File: src/rtl/seg7_pkg.sv
// Shared constants and types for the 4-digit 7-segment scanner.
// Pure declarations, no logic.
// Segment codes are active-low, bit order gfedcba, dp carried separately in bit 7.
package seg7_pkg;

  localparam int NDIGITS = 4;
  localparam logic [7:0] SEG_OFF = 8'hFF;

  // Hex glyphs 0..F, active-low gfedcba; ascending range so entry 0 is listed first.
  localparam logic [0:15][6:0] HEX_SEG = {
    7'h40, 7'h79, 7'h24, 7'h30, 7'h19, 7'h12, 7'h02, 7'h78,
    7'h00, 7'h10, 7'h08, 7'h03, 7'h46, 7'h21, 7'h06, 7'h0E
  };

  // Per-slot phase: blanked dead time, then one digit driven.
  typedef enum logic {
    DEAD  = 1'b0,
    DRIVE = 1'b1
  } state_t;

  // Value captured on load: decimal points above the four hex nibbles.
  typedef struct packed {
    logic [3:0]  dp;
    logic [15:0] val;
  } disp_t;

endpackage

File: src/rtl/seg7_hexdec.sv
// Nibble + decimal point -> active-low segment byte.
// Combinational, zero latency.
// No flow control; blank forces a-g off while dp still follows its input.
module seg7_hexdec
  import seg7_pkg::*;
(
  input  logic [3:0] nibble,
  input  logic       dp,
  input  logic       blank,
  output logic [7:0] seg
);

  // Table lookup for a-g, dp is independent so a blanked digit can still light it.
  always_comb begin
    seg = SEG_OFF;
    if (!blank) begin
      seg[6:0] = HEX_SEG[nibble];
    end
    seg[7] = ~dp;
  end

endmodule

File: src/rtl/seg7_scan.sv
// 4-digit multiplexed 7-segment driver with per-slot dead time and frame-aligned updates.
// Outputs registered: a new digit pattern appears on the first DRIVE cycle of its slot.
// load is always accepted; the displayed value only changes at the next digit-0 slot start.
// Optional build macro LEADING_ZERO_BLANK_EN blanks leading zero digits (digit 0 always shown).
module seg7_scan
  import seg7_pkg::*;
#(
  parameter int CLKFREQ  = 27000000,
  parameter int SCANFREQ = 4000,
  parameter int DEADCYC  = 16
) (
  input  logic        clk,
  input  logic        rst,
  input  logic [15:0] data_in,
  input  logic        load,
  input  logic [3:0]  dp_in,
  output logic [3:0]  digits,
  output logic [7:0]  segments,
  output logic        frame_tick
);

  localparam int DIV = CLKFREQ / SCANFREQ;
  localparam int CW  = (DIV > 1) ? $clog2(DIV) : 1;
  localparam logic [CW-1:0] CNT_LAST  = CW'(DIV - 1);
  localparam logic [CW-1:0] DEAD_LAST = CW'(DEADCYC - 1);

  // The slot must hold at least one dead cycle and leave room for a drive phase.
  if (DIV < DEADCYC + 2 || DEADCYC < 1) begin : g_bad_params
    $error("seg7_scan: DIV must be >= DEADCYC+2 and DEADCYC >= 1");
  end

  logic [CW-1:0] cnt, cnt_nx;
  logic [1:0]    idx, idx_nx;
  logic          wrap;
  state_t        state, state_nx;
  disp_t         pending, shadow, shadow_nx, load_val;
  logic [3:0]    digits_nx;
  logic [7:0]    segments_nx;
  logic [7:0]    dec_seg;
  logic          lz_blank;

  assign load_val = '{dp: dp_in, val: data_in};

  // Slot prescaler and digit index; idx rolls 3->0 naturally in two bits.
  always_comb begin
    wrap   = (cnt == CNT_LAST);
    cnt_nx = cnt + CW'(1);
    idx_nx = idx;
    if (wrap) begin
      cnt_nx = '0;
      idx_nx = idx + 2'd1;
    end
  end

  // Dead-time / drive sequencing within each slot.
  always_comb begin
    state_nx = state;
    case (state)
      DEAD:    if (cnt == DEAD_LAST) state_nx = DRIVE;
      DRIVE:   if (wrap)             state_nx = DEAD;
      default:                       state_nx = DEAD;
    endcase
  end

  // Shadow takes the pending value in the tick cycle; a load in that same cycle bypasses pending.
  always_comb begin
    shadow_nx = shadow;
    if (frame_tick) begin
      shadow_nx = load ? load_val : pending;
    end
  end

`ifdef LEADING_ZERO_BLANK_EN
  logic [15:0] upper;
  // A digit is a leading zero when it and every more-significant nibble are zero.
  always_comb begin
    upper    = shadow_nx.val >> {idx_nx, 2'b00};
    lz_blank = (idx_nx != 2'd0) && (upper == 16'h0000);
  end
`else
  assign lz_blank = 1'b0;
`endif

  seg7_hexdec u_hexdec (
    .nibble (shadow_nx.val[{idx_nx, 2'b00} +: 4]),
    .dp     (shadow_nx.dp[idx_nx]),
    .blank  (lz_blank),
    .seg    (dec_seg)
  );

  // Output pattern for the coming cycle, derived from next-state so outputs switch with the FSM.
  always_comb begin
    digits_nx   = 4'hF;
    segments_nx = SEG_OFF;
    if (state_nx == DRIVE) begin
      digits_nx   = ~(4'b0001 << idx_nx);
      segments_nx = dec_seg;
    end
  end

  // Scan counters and FSM state.
  always_ff @(posedge clk or negedge rst) begin
    if (!rst) begin
      cnt   <= '0;
      idx   <= 2'd0;
      state <= DEAD;
    end else begin
      cnt   <= cnt_nx;
      idx   <= idx_nx;
      state <= state_nx;
    end
  end

  // Pending holds the last load; shadow is what the current frame displays.
  always_ff @(posedge clk or negedge rst) begin
    if (!rst) begin
      pending <= '0;
      shadow  <= '0;
    end else begin
      if (load) begin
        pending <= load_val;
      end
      shadow <= shadow_nx;
    end
  end

  // Registered outputs; the tick marks the first cycle of each digit-0 slot.
  always_ff @(posedge clk or negedge rst) begin
    if (!rst) begin
      digits     <= 4'hF;
      segments   <= SEG_OFF;
      frame_tick <= 1'b0;
    end else begin
      digits     <= digits_nx;
      segments   <= segments_nx;
      frame_tick <= wrap && (idx == 2'd3);
    end
  end

endmodule

File: config.mk
export PLATFORM = sky130hd
export DESIGN_NAME = seg7_scan
export DESIGN_NICKNAME = d
export VERILOG_FILES = /design/src/rtl/seg7_pkg.sv /design/src/rtl/seg7_hexdec.sv /design/src/rtl/seg7_scan.sv
export SDC_FILE = /design/constraint.sdc
export NUM_CORES = 1
export LEC_CHECK = 0
export CAP_MARGIN = 20
export CORE_UTILIZATION = 25
export CTS_BUF_LIST = sky130_fd_sc_hd__clkbuf_2 sky130_fd_sc_hd__clkbuf_4 sky130_fd_sc_hd__clkbuf_8
export DETAILED_ROUTE_END_ITERATION = 8
export GPL_TIMING_DRIVEN = 1
export HOLD_SLACK_MARGIN = 0.05
export SYNTH_ARGS = -nofsm -noshare
export SYNTH_HDL_FRONTEND = slang
export SYNTH_HIERARCHICAL = 1
export SYNTH_SLANG_ARGS = --single-unit
File: constraint.sdc
create_clock -name clk -period 3.8 [get_ports clk]
set_clock_uncertainty 0.15 [all_clocks]
set_input_delay 1.14 -clock clk [delete_from_list [all_inputs] [get_ports clk]]
set_output_delay 1.14 -clock clk [all_outputs]
set_load 0.03 [all_outputs]
==> reports/qor.yml <==
timing:
  setup_tns_ns: 0
  hold_violations: 0
  min_period_ns: 3.564
  tightest_slew_ns: 0.9604
  setup-violations-final: 0
  fin_crit_sh_pct: 93.78
  rsz0062_at_grt: "no"
  hold_ws_ns: 0.3331
  slew_violations: 0
  slew_headroom_pct: 35.97
  clock.fmax_mhz: 280.6
floorplanning:
  die_w_um: 114.8
  die_area_um2: 13190
  io_pins: 36
  core_area_um2: 12210
  die_h_um: 114.8
  floorplan.initialDensity_pct: 26.07
  std_cell_rows: 40
power_and_ir_drop:
  cellPowerDensity_nw_per_um2: 341.9
  power.leakage_nw: 1.819
  ir_drop_mv: 0.1571
synthesis:
  synth_ff_type: "dfrtp_1"
  synth_area_um2: 3183
  syn_area_per_cell_um2: 11.37
  synthCells: 280
  synthArstFlopShare_pct: 100.0
  yosysTopAreaCell: "dfrtp_1"
  yosysTopAreaCellShare_pct: 44.81
  synth-edff-count: 0
  yosysWarnings: 6
  synth-seq-area-share_pct: 54.72
  yosys.cell_types.count: 40
  ys_seq_elements: 69
  synthTopCellsByArea: "dfrtp_1 (45%), dfstp_2 (9.9%), mux2_2 (5.7%)"
  yosys-top-cells-count: "dfrtp_1 (57), nand2_1 (23), nor2_1 (18)"
  yosysMostFrequentCell: "dfrtp_1"
finish:
  finalNonFillerCells: 521
  drive_above_1_share_pct: 21.53
  antennaDiodeCount: 0
  syn2layout_area_growth_pct: 29.32
  final_nets: 381
  final_cell_area_um2: 4116
route:
  via_count: 2187
  drc: 0
  wl_per_cell_um: 12.73
  initialDrtViolationCount: 83
  dr.pass1.iters: 4
  ant_nets: 0
  viasPerCell: 4.198
  wirelength_mm: 6.632
placed_design:
  place_area_um2: 3923
  gp_congestion: 0.8050
  numPortBuffers: 35
  dp_cells: 505
  hpwl_mm: 4.796
setup_path:
  end_kind: "flip-flop"
  worst-setup-path-type: "in -> reg"
  cp_slowest_cell: "clkdlybuf4s50_1"
  reg2reg_depth: 13
  start_kind: "input pin"
  crit_chain: "clkdlybuf4s50_1 -> buf_12 -> mux2_2 -> mux2i_2 -> nor2b_1 -> o22ai_1 -> a32oi_2 -> buf_4 -> ha_1 -> nand2_1 -> a21boi_0 -> o21ai_0 -> nand2b_1"
  worst-endpoint-required_ns: 3.93
  timing.rr.end: "segments[0]$_DFF_PN1_"
  critPathArrivalTime_ns: 3.69
  cp_max_fo: 11
  max_stage_delay_ns: 0.51
  reg2reg_slack_ns: 0.43
  rr_startpoint: "cnt[5]$_DFF_PN0_"
global_route:
  grtUsageTotal_pct: 11.21
  grt_pass1_vias: 2336
  grt_first_pass_wirelength_mm: 11.16
  antenna_found_initial: 0
  grt-ovfl-total: 0
  grt_max_degree: 36
worst_hold_path:
  min_from: "pending[8]$_DFF_PN0_"
  hp-class: "reg -> reg"
  min_to: "pending[8]$_DFF_PN0_"
  hold_depth: 1
cts:
  cts_resized: 0
  post-cts-setup-buffers: 0
  worstSkewPairLatency_ns: 0.35
  cts_tree: "yes"
  cts_inserted_buffers: 9
  htreeDepth: 3
  hold_buffers: 0
  clock-root-buffer: "clkbuf_8"
  clk_path_buf_depth: 2
  clock_sinks: 69
  cts.clk_slew.worst_paths_ns: 0.07
status:
  status: "completed"
run:
  maxCapViolations: 0
## per-stage QoR
step	power (W)	setup slack, ns	util (%)
global route	0.001483	0.04098	33.71
floorplan	0.0008181	0.01823	-
detailed placement	0.0008778	-0.2346	32.12
CTS	0.001433	0.1518	33.61
global placement	0.0008745	-0.09342	32.12
finish	0.001408	0.2363	33.71
## worst max-delay path by stage
| stage | from | endpoint | slack, ns | cells after the start |
|---|---|---|---|---|
| finish | load | segments[6]$_DFF_PN1_ | 0.24 | 13 |
| global route | load | segments[6]$_DFF_PN1_ | 0.04 | 13 |
| CTS | load | segments[3]$_DFF_PN1_ | 0.15 | 13 |
| global placement | load | segments[0]$_DFF_PN1_ | -0.09 | 12 |
| detailed placement | load | segments[3]$_DFF_PN1_ | -0.23 | 13 |
| floorplan | cnt[5]$_DFF_PN0_ | segments[3]$_DFF_PN1_ | 0.02 | 11 |
## worst max-delay path: cells and delay by family
family | cells | cell delay [ns]
AO/OA/AOI/OAI | 4 | 0.61
buffers and inverters | 3 | 0.83
adder cells (fa/ha/maj) | 1 | 0.21
multiplexers | 2 | 0.56
AND/OR/NAND/NOR | 3 | 0.33
## placed cells by master (no fill, tap or decap), types with 4 or more instances in the layout
cell type / netlist / final
mux2i_1: 11 / 10
nand2b_1: 11 / 11
nor2b_1: 12 / 12
clkdlybuf4s50_1: 0 / 34
nand2_1: 23 / 23
mux2_2: 16 / 16
clkbuf_8: 0 / 11
a32oi_1: 5 / 4
xor2_1: 8 / 8
nor2_1: 18 / 18
mux2_1: 12 / 12
a31oi_1: 5 / 5
ha_1: 10 / 10
conb_1: 1 / 8
buf_4: 1 / 24
a21oi_1: 5 / 5
dfstp_2: 12 / 12
inv_1: 17 / 17
dfrtp_1: 57 / 57
nand3_1: 8 / 8
o22ai_1: 5 / 5
o21ai_0: 5 / 5
## cell type report
type	instances	area [um2]
fill	1262	8095
sequential	69	1742
multi-input combinational	189	1366
timing repair buffer	60	545.5
tap	168	210.2
clock buffer	12	158.9
inverter	19	71.32
clock inverter	4	22.52
## layer usage
| layer | GRT usage (%) | wire [um] | vias to the layer above |
|---|---|---|---|
| met5 | 0 | 0 | - |
| met2 | 18.55 | 3169 | 35 |
| met3 | 2.583 | 244 | 10 |
| met1 | 13.64 | 3072 | 1066 |
| li1 | - | - | 1076 |
| met4 | 5.974 | 145 | 0 |
## state kept, by name (all words and copies together) (netlist names)
register and flops:
state 1, pending 20, idx 2, frame_tick 1, shadow 20, segments 8
cnt 13, digits 4
## where the power goes
group	switching [W]	internal (W)	leakage, nW
clock network	0.000269	0.000276	0.0956
logic	0.0000461	0.0000488	0.887
registers	0.00000620	0.000761	0.836
## kinds of logic after synthesis
| group | after synthesis | synth area share, % |
|---|---|---|
| simple gates | 88 | 14.43 |
| flops | 69 | 54.72 |
| mux | 39 | 13.36 |
| compound gates | 33 | 6.840 |
| buf+inv | 29 | 3.577 |
| xor+xnor | 11 | 3.027 |
| fa+ha+maj | 10 | 3.931 |
| other cells | 1 | 0.1178 |
No activity file was read; power rests on OpenSTA's default activity.
